===== src/rtl/alu_reservation_station_if.sv =====
// Dispatch, CDB, flush and execute-unit start/done signals of the ALU reservation station.
// The slave modport is the station's view; the master modport is the surrounding core's view.
interface alu_reservation_station_if #(
  parameter int NUM_ENTRIES = 4,
  parameter int TAG_W       = 4
);
  localparam int OCC_W = $clog2(NUM_ENTRIES) + 1;

  logic             flush;
  logic             dispatch_valid;
  logic             dispatch_ready;
  logic [4:0]       dispatch_aluop;
  logic [63:0]      dispatch_vala;
  logic [63:0]      dispatch_valb;
  logic             dispatch_vala_rdy;
  logic             dispatch_valb_rdy;
  logic [TAG_W-1:0] dispatch_vala_tag;
  logic [TAG_W-1:0] dispatch_valb_tag;
  logic [5:0]       dispatch_valhw;
  logic             dispatch_set_cc;
  logic [4:0]       dispatch_cond;
  logic [TAG_W-1:0] dispatch_dst_tag;
  logic             cdb_valid;
  logic [TAG_W-1:0] cdb_tag;
  logic [63:0]      cdb_value;
  logic             alu_start;
  logic [4:0]       alu_op;
  logic [63:0]      alu_vala;
  logic [63:0]      alu_valb;
  logic [5:0]       alu_valhw;
  logic             alu_set_cc;
  logic [4:0]       alu_cond;
  logic [TAG_W-1:0] alu_tag;
  logic             alu_done;
  logic [OCC_W-1:0] occupancy;

  modport slave (
    input  flush, dispatch_valid, dispatch_aluop, dispatch_vala, dispatch_valb,
           dispatch_vala_rdy, dispatch_valb_rdy, dispatch_vala_tag, dispatch_valb_tag,
           dispatch_valhw, dispatch_set_cc, dispatch_cond, dispatch_dst_tag,
           cdb_valid, cdb_tag, cdb_value, alu_done,
    output dispatch_ready, alu_start, alu_op, alu_vala, alu_valb, alu_valhw,
           alu_set_cc, alu_cond, alu_tag, occupancy
  );

  modport master (
    output flush, dispatch_valid, dispatch_aluop, dispatch_vala, dispatch_valb,
           dispatch_vala_rdy, dispatch_valb_rdy, dispatch_vala_tag, dispatch_valb_tag,
           dispatch_valhw, dispatch_set_cc, dispatch_cond, dispatch_dst_tag,
           cdb_valid, cdb_tag, cdb_value, alu_done,
    input  dispatch_ready, alu_start, alu_op, alu_vala, alu_valb, alu_valhw,
           alu_set_cc, alu_cond, alu_tag, occupancy
  );
endinterface


===== src/rtl/alu_reservation_station.sv =====
// ALU reservation station: holds ops until operands wake from the CDB, issues oldest-ready with a start pulse
// two cycles after a ready dispatch, then waits for done; dispatch stalls when full or during flush.
module alu_reservation_station #(
  parameter int NUM_ENTRIES = 4,
  parameter int TAG_W       = 4
) (
  input logic clk,
  input logic rst,
  alu_reservation_station_if.slave bus
);
  localparam int IDX_W = $clog2(NUM_ENTRIES);
  localparam int OCC_W = IDX_W + 1;
  localparam logic [0:0] IDLE      = 1'b0;
  localparam logic [0:0] WAIT_DONE = 1'b1;

  logic [NUM_ENTRIES-1:0] ent_vld;
  logic [NUM_ENTRIES-1:0] ent_rdya;
  logic [NUM_ENTRIES-1:0] ent_rdyb;
  logic [NUM_ENTRIES-1:0] ent_set_cc;
  logic [4:0]             ent_op    [NUM_ENTRIES];
  logic [63:0]            ent_vala  [NUM_ENTRIES];
  logic [63:0]            ent_valb  [NUM_ENTRIES];
  logic [TAG_W-1:0]       ent_taga  [NUM_ENTRIES];
  logic [TAG_W-1:0]       ent_tagb  [NUM_ENTRIES];
  logic [5:0]             ent_valhw [NUM_ENTRIES];
  logic [4:0]             ent_cond  [NUM_ENTRIES];
  logic [TAG_W-1:0]       ent_dst   [NUM_ENTRIES];
  logic [IDX_W-1:0]       ent_age   [NUM_ENTRIES];

  logic [0:0]       state;
  logic [OCC_W-1:0] occ;
  logic [IDX_W-1:0] free_idx;
  logic [IDX_W-1:0] sel_idx;
  logic [IDX_W-1:0] sel_age;
  logic             sel_found;
  logic             accept;
  logic             issue;
  logic             d_rdya;
  logic             d_rdyb;
  logic [63:0]      d_vala;
  logic [63:0]      d_valb;

  assign bus.dispatch_ready = (occ < OCC_W'(NUM_ENTRIES)) && !bus.flush;
  assign bus.occupancy      = occ;
  assign accept             = bus.dispatch_valid && bus.dispatch_ready;
  assign issue              = (state == IDLE) && sel_found;

  // Operands not ready at dispatch may still be caught from this cycle's broadcast.
  assign d_rdya = bus.dispatch_vala_rdy || (bus.cdb_valid && bus.cdb_tag == bus.dispatch_vala_tag);
  assign d_rdyb = bus.dispatch_valb_rdy || (bus.cdb_valid && bus.cdb_tag == bus.dispatch_valb_tag);
  assign d_vala = bus.dispatch_vala_rdy ? bus.dispatch_vala : bus.cdb_value;
  assign d_valb = bus.dispatch_valb_rdy ? bus.dispatch_valb : bus.cdb_value;

  always_comb begin
    free_idx = '0;
    for (int i = NUM_ENTRIES - 1; i >= 0; i--) begin
      if (!ent_vld[i]) free_idx = IDX_W'(i);
    end
  end

  // Oldest ready entry wins; on an age tie the lowest index is kept.
  always_comb begin
    sel_found = 1'b0;
    sel_idx   = '0;
    sel_age   = '0;
    for (int i = 0; i < NUM_ENTRIES; i++) begin
      if (ent_vld[i] && ent_rdya[i] && ent_rdyb[i] && (!sel_found || ent_age[i] > sel_age)) begin
        sel_found = 1'b1;
        sel_idx   = IDX_W'(i);
        sel_age   = ent_age[i];
      end
    end
  end

  always_ff @(posedge clk) begin
    if (rst) begin
      ent_vld  <= '0;
      ent_rdya <= '0;
      ent_rdyb <= '0;
    end else begin
      for (int i = 0; i < NUM_ENTRIES; i++) begin
        if (ent_vld[i] && !ent_rdya[i] && bus.cdb_valid && ent_taga[i] == bus.cdb_tag) begin
          ent_rdya[i] <= 1'b1;
          ent_vala[i] <= bus.cdb_value;
        end
        if (ent_vld[i] && !ent_rdyb[i] && bus.cdb_valid && ent_tagb[i] == bus.cdb_tag) begin
          ent_rdyb[i] <= 1'b1;
          ent_valb[i] <= bus.cdb_value;
        end
        if (accept && ent_vld[i] && ent_age[i] != {IDX_W{1'b1}}) ent_age[i] <= ent_age[i] + 1'b1;
      end
      if (issue) ent_vld[sel_idx] <= 1'b0;
      if (accept) begin
        ent_vld[free_idx]    <= 1'b1;
        ent_rdya[free_idx]   <= d_rdya;
        ent_rdyb[free_idx]   <= d_rdyb;
        ent_vala[free_idx]   <= d_vala;
        ent_valb[free_idx]   <= d_valb;
        ent_taga[free_idx]   <= bus.dispatch_vala_tag;
        ent_tagb[free_idx]   <= bus.dispatch_valb_tag;
        ent_op[free_idx]     <= bus.dispatch_aluop;
        ent_valhw[free_idx]  <= bus.dispatch_valhw;
        ent_set_cc[free_idx] <= bus.dispatch_set_cc;
        ent_cond[free_idx]   <= bus.dispatch_cond;
        ent_dst[free_idx]    <= bus.dispatch_dst_tag;
        ent_age[free_idx]    <= '0;
      end
      if (bus.flush) ent_vld <= '0;
    end
  end

  always_ff @(posedge clk) begin
    if (rst) begin
      state          <= IDLE;
      occ            <= '0;
      bus.alu_start  <= 1'b0;
      bus.alu_op     <= '0;
      bus.alu_vala   <= '0;
      bus.alu_valb   <= '0;
      bus.alu_valhw  <= '0;
      bus.alu_set_cc <= 1'b0;
      bus.alu_cond   <= '0;
      bus.alu_tag    <= '0;
    end else begin
      bus.alu_start <= 1'b0;
      case (state)
        IDLE: begin
          if (sel_found) begin
            bus.alu_start  <= 1'b1;
            bus.alu_op     <= ent_op[sel_idx];
            bus.alu_vala   <= ent_vala[sel_idx];
            bus.alu_valb   <= ent_valb[sel_idx];
            bus.alu_valhw  <= ent_valhw[sel_idx];
            bus.alu_set_cc <= ent_set_cc[sel_idx];
            bus.alu_cond   <= ent_cond[sel_idx];
            bus.alu_tag    <= ent_dst[sel_idx];
            state          <= WAIT_DONE;
          end
        end
        WAIT_DONE: begin
          if (bus.alu_done) state <= IDLE;
        end
        default: state <= IDLE;
      endcase
      if (bus.flush) occ <= '0;
      else if (accept && !issue) occ <= occ + 1'b1;
      else if (issue && !accept) occ <= occ - 1'b1;
    end
  end
endmodule


===== src/flat_wrapper.sv =====
// flat-port wrapper written by rule: the top's interface ports become plain ports
module alu_reservation_station_flat 
#(
  parameter int NUM_ENTRIES = 4,
  parameter int TAG_W       = 4
)
  (clk, rst, bus_flush, bus_dispatch_valid, bus_dispatch_aluop, bus_dispatch_vala, bus_dispatch_valb, bus_dispatch_vala_rdy, bus_dispatch_valb_rdy, bus_dispatch_vala_tag, bus_dispatch_valb_tag, bus_dispatch_valhw, bus_dispatch_set_cc, bus_dispatch_cond, bus_dispatch_dst_tag, bus_cdb_valid, bus_cdb_tag, bus_cdb_value, bus_alu_done, bus_dispatch_ready, bus_alu_start, bus_alu_op, bus_alu_vala, bus_alu_valb, bus_alu_valhw, bus_alu_set_cc, bus_alu_cond, bus_alu_tag, bus_occupancy);
  alu_reservation_station_if #(.NUM_ENTRIES(NUM_ENTRIES), .TAG_W(TAG_W)) bus_i ();
  input logic clk;
  input logic rst;
  input wire logic [$bits(bus_i.flush)-1:0] bus_flush;
  input wire logic [$bits(bus_i.dispatch_valid)-1:0] bus_dispatch_valid;
  input wire logic [$bits(bus_i.dispatch_aluop)-1:0] bus_dispatch_aluop;
  input wire logic [$bits(bus_i.dispatch_vala)-1:0] bus_dispatch_vala;
  input wire logic [$bits(bus_i.dispatch_valb)-1:0] bus_dispatch_valb;
  input wire logic [$bits(bus_i.dispatch_vala_rdy)-1:0] bus_dispatch_vala_rdy;
  input wire logic [$bits(bus_i.dispatch_valb_rdy)-1:0] bus_dispatch_valb_rdy;
  input wire logic [$bits(bus_i.dispatch_vala_tag)-1:0] bus_dispatch_vala_tag;
  input wire logic [$bits(bus_i.dispatch_valb_tag)-1:0] bus_dispatch_valb_tag;
  input wire logic [$bits(bus_i.dispatch_valhw)-1:0] bus_dispatch_valhw;
  input wire logic [$bits(bus_i.dispatch_set_cc)-1:0] bus_dispatch_set_cc;
  input wire logic [$bits(bus_i.dispatch_cond)-1:0] bus_dispatch_cond;
  input wire logic [$bits(bus_i.dispatch_dst_tag)-1:0] bus_dispatch_dst_tag;
  input wire logic [$bits(bus_i.cdb_valid)-1:0] bus_cdb_valid;
  input wire logic [$bits(bus_i.cdb_tag)-1:0] bus_cdb_tag;
  input wire logic [$bits(bus_i.cdb_value)-1:0] bus_cdb_value;
  input wire logic [$bits(bus_i.alu_done)-1:0] bus_alu_done;
  output wire logic [$bits(bus_i.dispatch_ready)-1:0] bus_dispatch_ready;
  output wire logic [$bits(bus_i.alu_start)-1:0] bus_alu_start;
  output wire logic [$bits(bus_i.alu_op)-1:0] bus_alu_op;
  output wire logic [$bits(bus_i.alu_vala)-1:0] bus_alu_vala;
  output wire logic [$bits(bus_i.alu_valb)-1:0] bus_alu_valb;
  output wire logic [$bits(bus_i.alu_valhw)-1:0] bus_alu_valhw;
  output wire logic [$bits(bus_i.alu_set_cc)-1:0] bus_alu_set_cc;
  output wire logic [$bits(bus_i.alu_cond)-1:0] bus_alu_cond;
  output wire logic [$bits(bus_i.alu_tag)-1:0] bus_alu_tag;
  output wire logic [$bits(bus_i.occupancy)-1:0] bus_occupancy;
  assign bus_i.flush = bus_flush;
  assign bus_i.dispatch_valid = bus_dispatch_valid;
  assign bus_i.dispatch_aluop = bus_dispatch_aluop;
  assign bus_i.dispatch_vala = bus_dispatch_vala;
  assign bus_i.dispatch_valb = bus_dispatch_valb;
  assign bus_i.dispatch_vala_rdy = bus_dispatch_vala_rdy;
  assign bus_i.dispatch_valb_rdy = bus_dispatch_valb_rdy;
  assign bus_i.dispatch_vala_tag = bus_dispatch_vala_tag;
  assign bus_i.dispatch_valb_tag = bus_dispatch_valb_tag;
  assign bus_i.dispatch_valhw = bus_dispatch_valhw;
  assign bus_i.dispatch_set_cc = bus_dispatch_set_cc;
  assign bus_i.dispatch_cond = bus_dispatch_cond;
  assign bus_i.dispatch_dst_tag = bus_dispatch_dst_tag;
  assign bus_i.cdb_valid = bus_cdb_valid;
  assign bus_i.cdb_tag = bus_cdb_tag;
  assign bus_i.cdb_value = bus_cdb_value;
  assign bus_i.alu_done = bus_alu_done;
  assign bus_dispatch_ready = bus_i.dispatch_ready;
  assign bus_alu_start = bus_i.alu_start;
  assign bus_alu_op = bus_i.alu_op;
  assign bus_alu_vala = bus_i.alu_vala;
  assign bus_alu_valb = bus_i.alu_valb;
  assign bus_alu_valhw = bus_i.alu_valhw;
  assign bus_alu_set_cc = bus_i.alu_set_cc;
  assign bus_alu_cond = bus_i.alu_cond;
  assign bus_alu_tag = bus_i.alu_tag;
  assign bus_occupancy = bus_i.occupancy;
  alu_reservation_station #(.NUM_ENTRIES(NUM_ENTRIES), .TAG_W(TAG_W)) u_core (.clk(clk), .rst(rst), .bus(bus_i));
endmodule

===== config.mk =====
export PLATFORM = sky130hd
export DESIGN_NAME = alu_reservation_station_flat
export DESIGN_NICKNAME = d
export VERILOG_FILES = /design/src/rtl/alu_reservation_station_if.sv /design/src/rtl/alu_reservation_station.sv /design/src/flat_wrapper.sv
export SDC_FILE = /design/constraint.sdc
export NUM_CORES = 1
export LEC_CHECK = 0
export BUFFER_PORTS_ARGS = -buffer_cell sky130_fd_sc_hd__buf_2
export CORE_MARGIN = 4
export CORE_UTILIZATION = 53
export CTS_CLUSTER_SIZE = 40
export DETAILED_ROUTE_END_ITERATION = 8
export PLACE_DENSITY = 0.83
export SKIP_CTS_REPAIR_TIMING = 1
export SYNTH_ARGS = -nofsm -noshare
export SYNTH_HDL_FRONTEND = slang
export SYNTH_SLANG_ARGS = --single-unit

===== constraint.sdc =====
create_clock -name clk -period 5.8 [get_ports clk]
set_input_delay 1.45 -clock clk [delete_from_list [all_inputs] [get_ports clk]]
set_output_delay 1.45 -clock clk [all_outputs]
set_load 0.1 [all_outputs]

==> results of run 1 <==
[layout make-up]
class | count | area [um2] | area share, %
Sequential cell | 802 | 22300 | 52.6
Timing Repair Buffer | 439 | 2510 | 5.91
Antenna cell | 31 | 77.6 | 0.183
Clock buffer | 124 | 2430 | 5.71
Tap cell | 931 | 1160 | 2.74
Inverter | 12 | 45.0 | 0.106
Multi-Input combinational cell | 1748 | 13400 | 31.6
Clock inverter | 32 | 490 | 1.15
[through the flow]
stage / total power [mW] / setup slack [ps] / setup TNS [ps] / instances
3_5_place_dp: 6.96 / 495 / 0 / 3932
4_1_cts: 12.6 / 488 / 0 / 4088
3_3_place_gp: 6.94 / 685 / 0 / 3932
2_1_floorplan: 6.71 / -573 / -96300 / 2771
5_1_grt: 12.8 / 14.2 / 0 / 4112
6_report: 12.5 / 355 / 0 / 4119
[per-layer routing]
metal | vias to the layer above | global-route usage (%)
met5 | - | 0
met2 | 1414 | 48.1
met1 | 12844 | 37.3
li1 | 11132 | -
met3 | 243 | 4.54
met4 | 16 | 12.2
[worst reg2reg max path: cells and delay by family, from the launching register on]
family,cells,cell delay (ps)
compound gates,10,2300
fa+ha+maj,3,860
flops,1,450
simple gates,8,1370
buf+inv,1,370
[path summary, 6_finish.rpt]
check,end
setup / recovery,u_core.bus.alu_vala[45]
hold / removal,u_core.bus.alu_valb[39]
setup reg to reg,u_core.bus.alu_vala[45]
hold reg to reg,u_core.bus.alu_valb[39]
[kinds of logic (layout without fill, tap and decap cells)]
group	count (synthesis)	in the layout	synth area share, %
adder cells (fa/ha/maj)	12	12	0.429
XOR/XNOR	45	45	1.07
other	0	31	0
multiplexers	517	517	15.8
AND/OR/NAND/NOR	535	535	6.01
AO/OA/AOI/OAI	639	639	12.7
flip-flops	802	802	60.8
buffers and inverters	221	607	3.08
[power groups by stage]
stage	registers (mW)	clock network, mW	logic, mW
after floorplan	6.41	0	0.293
after CTS	6.26	5.71	0.581
after global placement	6.39	0	0.551
after global routing	6.27	5.95	0.634
final	6.27	5.67	0.588
after detailed placement	6.39	0	0.572
[sequential cells by signal, indices dropped and copies added, names as in the netlist]
signal and flops:
u_core.bus.alu_start 1, u_core.ent_cond 20, u_core.ent_tagb 16, u_core.ent_dst 16
u_core.bus.alu_vala 64, u_core.bus.alu_valhw 6, u_core.bus.alu_cond 5, u_core.bus.alu_tag 4
u_core.ent_op 20, u_core.ent_vld 4, u_core.ent_valhw 24, u_core.ent_age 8
u_core.bus.occupancy 3, u_core.ent_vala 256, u_core.bus.alu_op 5, u_core.ent_valb 256
u_core.ent_set_cc 4, u_core.ent_taga 16, u_core.bus.alu_valb 64, u_core.state 1
u_core.ent_rdyb 4, u_core.bus.alu_set_cc 1, u_core.ent_rdya 4
[cells in the final DEF, fill, tap and decap left out, types with 21 or more instances in the layout]
cell	count
mux2_2	257
xor2_1	23
a21o_1	129
mux2_1	256
clkbuf_1	26
nand2_1	275
a21oi_1	52
nor2_1	171
nand3_1	29
buf_2	385
clkbuf_16	87
buf_4	39
o2bb2ai_1	21
edfxtp_1	628
o21a_1	129
diode_2	31
xnor2_1	22
dfxtp_1	173
a211oi_1	279
==> flow_summary_export.csv, run 1 <==
group,metric,value,unit
finish,final_net_count,3331,
drt,wl_met1,42.0,mm
finish,finalInstanceArea,42500,um2
drt,dr_wl_met3,9.41,mm
setup_path,ff2ff_path_depth,22,
hold_path,hp-start,"u_core.bus.alu_valb[39]",
sta,fmax,0.184,GHz
drt,drc,0,
finish,final_util,61.9,%
drt,top_layer_used,"met5",
finish,nFillCells,5111,
setup_path,regToRegSetupSlack,360,ps
setup_path,crit_family,"compound AO/OA/AOI/OAI gates",
clocking,clk_path_buf_depth,3,
hold_path,hold_path.class,"reg2reg",
synth,synth_cells,2771,
floorplanning,core,68600,um2
clocking,clk_pin_slew,60,ps
setup_path,crit_start,"u_core.ent_vld[0]",
sta,relSlewSlack,25.0,%
synth,ys_seq_elements,802,
setup_path,worstPathArrival,5950,ps
drt,ant_nets,0,
sta,min_period_over_period,93.9,%
floorplanning,dieArea,73600,um2
drt,wl,108,mm
floorplanning,boundaryPins,387,
drt,met2_length,52.5,mm
grt,grt_pass1_wl,160,mm
drt,vias_per_cell,6.23,
synth,synthArstFlopShare,0,%
drt,vias,25649,
clocking,clockRootBuffer,"clkbuf_16",
setup_path,rr_startpoint,"u_core.ent_vld[0]",
synth,synthTopCellsByArea,"edfxtp_1, dfxtp_1, mux2_2",
finish,layout-drive-gt1-share,27.3,%
sta,skew,24.0,ps
synth,synth_edf_count,628,
setup_path,path_cells,"and3_1, nand2_1, ha_1, nor2b_1, a2bb2oi_1, o21a_4, nor2_1, a21oi_1, ha_1, nor2b_1, a2bb2oi_1, o21ai_2, nor2_1, a21o_1, ha_1, nor2b_1, o21ai_1, a21oi_1, or2_4, buf_4, a21o_1, a211oi_1",
pwr,power_frac_comb,4.7,%
drt,firstDrtPassIters,6,
setup_path,critPathMaxStageDelay,530,ps
grt,grt_pass1_vias,26018,
clocking,insertion_delay,640,ps
placement,dp_hpwl,61.1,mm
synth,synth_cell_type_count,51,
grt,grt_start_max_net_pins,151,
sta,setup_viol,0,
synth,yosysMostFrequentCell,"edfxtp_1",
floorplanning,die_x,271,um
sta,fin_crit,5440,ps
setup_path,path_buf_inv,1,
setup_path,crit_cells,22,
grt,gr-total-overflow,0,
grt,antenna_found_initial,35,
pwr,p_leak,15.3,nW
sta,slew_violations,0,
placement,place_congestion,0.828,
hold_path,hold_depth,2,
synth,syn_area_per_cell,13.3,um2
clocking,cts_tree,"built",
synth,syn_nets,3016,
sta,rsz0062_at_grt,"false",
setup_path,startpoint_type,"flip-flop",
pwr,swShare,20.9,%
placement,place.port_buffers,386,
clocking,htree_levels,3,
synth,ys.flop_type,"edfxtp_1",
synth,synth_top_cell_area_share,51.3,%
clocking,cts_buffers,83,
sta,finalHoldViolCount,0,
setup_path,slowest_stage,"or2_4",
synth,ys.warnings.count,0,
drt,wl_per_cell,26.2,um
finish,syn2layout_area_growth,15.7,%
synth,yosys-top-cells-count,"edfxtp_1, a211oi_1, nand2_1, mux2_2, mux2_1",
setup_path,cp_max_fo,38,
pwr,clockPowerShare,45.3,%
pwr,vdd_ir_drop_max,335,uV
pwr,power.switching,2.62,mW
placement,postPlaceCellArea,39500,um2
pwr,seqPwrFrac,50.0,%
grt,grt.total_usage,28.6,%
synth,synthesis.area,36700,um2
setup_path,worstSetupEndpointType,"flip-flop",
floorplanning,die_h,271,um
sta,worst_pin_slew,1130,ps
clocking,cts_num_sinks,802,
synth,yosysTopAreaCell,"edfxtp_1",
pwr,power.density,295,nW/um2
drt,drt-initial-drc-count,2885,
setup_path,worst_ep_required_time,6310,ps
sta,hold_ws,496,ps
pwr,internal-power,9.90,mW
floorplanning,initial_utilization,53.5,%
setup_path,path_class,"reg2reg",
floorplanning,placementRows,96,
synth,ys_seq_area_share,60.8,%
status,status,"finished, final reports clean",
run,drv_cap,0,
No activity file was read; power rests on OpenSTA's default activity.
==> run 2, diff against run 1 <==
==> constraint.sdc (replaced) <==
create_clock -name clk -period 5.8 [get_ports clk]
set_input_delay 0.87 -clock clk [delete_from_list [all_inputs] [get_ports clk]]
set_output_delay 0.87 -clock clk [all_outputs]
set_load 0.1 [all_outputs]
==> flow_summary_export.csv, run 2 (synthesis gave the netlist of run 1 again) <==
group,metric,value,unit
status,status,"finished, violations left",
status,violations,"slew limit",
sta,skew,31.4,ps
finish,reg_top3,"u_core.ent_vala: 256 flops, u_core.ent_valb: 256 flops",
setup_path,startpoint_type,"flip-flop",
finish,finalInstanceArea,42400,um2
sta,setup_viol,0,
drt,firstDrtPassIters,5,
sta,fmax,0.186,GHz
setup_path,crit_cells,22,
setup_path,slowest_stage,"or2_4",
clocking,clk_path_buf_depth,3,
drt,drc,0,
setup_path,critPathMaxStageDelay,470,ps
finish,multi_input_area,13400,um2
sta,fin_crit,5370,ps
sta,tns,0,ps
setup_path,path_buf_inv,1,
floorplanning,boundaryPins,387,
sta,min_period_over_period,92.6,%
drt,wl_per_cell,26.5,um
floorplanning,dieArea,73600,um2
drt,drt-initial-drc-count,2733,
sta,rsz0062_at_grt,"false",
clocking,insertion_delay,630,ps
setup_path,worstPathArrival,5870,ps
setup_path,ff2ff_path_depth,22,
setup_path,regToRegSetupSlack,430,ps
finish,nFillCells,5130,
floorplanning,die_h,271,um
drt,ant_nets,0,
finish,layout_common_cells,"edfxtp_1, buf_2, a211oi_1",
grt,grt_start_max_net_pins,151,
drt,vias_per_cell,6.23,
grt,grt_pass1_vias,26386,
run,drv_cap,0,
setup_path,path_cells,"and3_1, nand2_1, ha_1, nor2b_1, a2bb2oi_1, o21a_4, nor2_1, a21oi_1, ha_1, nor2b_1, a2bb2oi_1, o21ai_2, nor2_1, a21o_1, ha_1, nor2b_1, o21ai_1, a21oi_1, or2_4, buf_12, a21o_1, a211oi_1",
hold_path,hold_path.class,"in2reg",
sta,relSlewSlack,-14.8,%
setup_path,worst_ep_required_time,6300,ps
finish,final-seq-area,22300,um2
sta,fin_ws,431,ps
placement,place.port_buffers,386,
clocking,clockRootBuffer,"clkbuf_16",
floorplanning,placementRows,96,
hold_path,hold_depth,1,
sta,worst_pin_slew,1720,ps
clocking,cts_tree,"built",
floorplanning,die_x,271,um
pwr,vdd_ir_drop_max,270,uV
placement,dpl_worst_slack,422,ps
pwr,p_leak,15.2,nW
clocking,clk_pin_slew,60,ps
placement,postPlaceCellArea,39400,um2
clocking,cts_num_sinks,802,
finish,layout-drive-gt1-share,27.2,%
pwr,power.density,294,nW/um2
floorplanning,initial_utilization,53.5,%
finish,final_common_cell,"edfxtp_1",
grt,gr-total-overflow,0,
setup_path,cp_max_fo,58,
setup_path,worstSetupEndpointType,"flip-flop",
drt,vias,25664,
grt,grt_pass1_wl,162,mm
floorplanning,core,68600,um2
sta,slew_violations,82,
placement,dp_hpwl,61.4,mm
setup_path,path_class,"reg2reg",
drt,wl,109,mm
grt,grt.total_usage,28.9,%
placement,place_congestion,0.859,
finish,final_util,61.8,%
finish,syn2layout_area_growth,15.3,%
setup_path,crit_family,"compound AO/OA/AOI/OAI gates",
grt,antenna_found_initial,37,
clocking,htree_levels,3,
sta,finalHoldViolCount,0,
finish,final_net_count,3332,
clocking,cts_buffers,85,
-- run 2: changes by cell type in the layout (fill, tap and decap cells not counted), sizes merged --
cell / change
or2: +1
clkinvlp: +2
bufinv: -3
diode: -1
buf: -2
clkbuf: +1
inv: +2
-- run 2: worst paths after layout --
kind                      startpoint                       to
max                u_core.ent_vld[0]   u_core.bus.alu_valb[3]
min          bus_dispatch_dst_tag[0]     u_core.ent_dst[0][0]
max reg2reg        u_core.ent_vld[0]   u_core.bus.alu_valb[3]
min reg2reg  u_core.bus.alu_valb[56]  u_core.bus.alu_valb[56]
-- run 2: final cells by class --
class | count | share of cell area [%]
inverter | 12 | 0.106
clock buffer | 125 | 5.78
sequential | 802 | 52.8
antenna | 30 | 0.177
tap | 931 | 2.75
multi-input combinational | 1749 | 31.7
clock inverter | 33 | 0.978
timing repair buffer | 437 | 5.75
-- run 2: metal layers --
layer  wire length [um]  up-vias  track usage [%]
met1              41400    12829             36.7
li1                   -    11127                -
met2              53200     1469             48.2
met3              10800      225             6.03
met4               3510       14             12.7
met5                 97        -                0
-- run 2: power by group --
group          internal, mW  switching, mW
clock network          3.30           2.29
logic                 0.247          0.339
registers              6.25         0.0181
-- run 2: metrics by stage --
step,power (mW),std cells,hold slack (ps)
6_report,12.4,4119,453
4_1_cts,12.5,4088,417
3_5_place_dp,6.96,3930,490
2_1_floorplan,6.71,2771,450
3_3_place_gp,6.94,3930,469
5_1_grt,12.8,4114,437
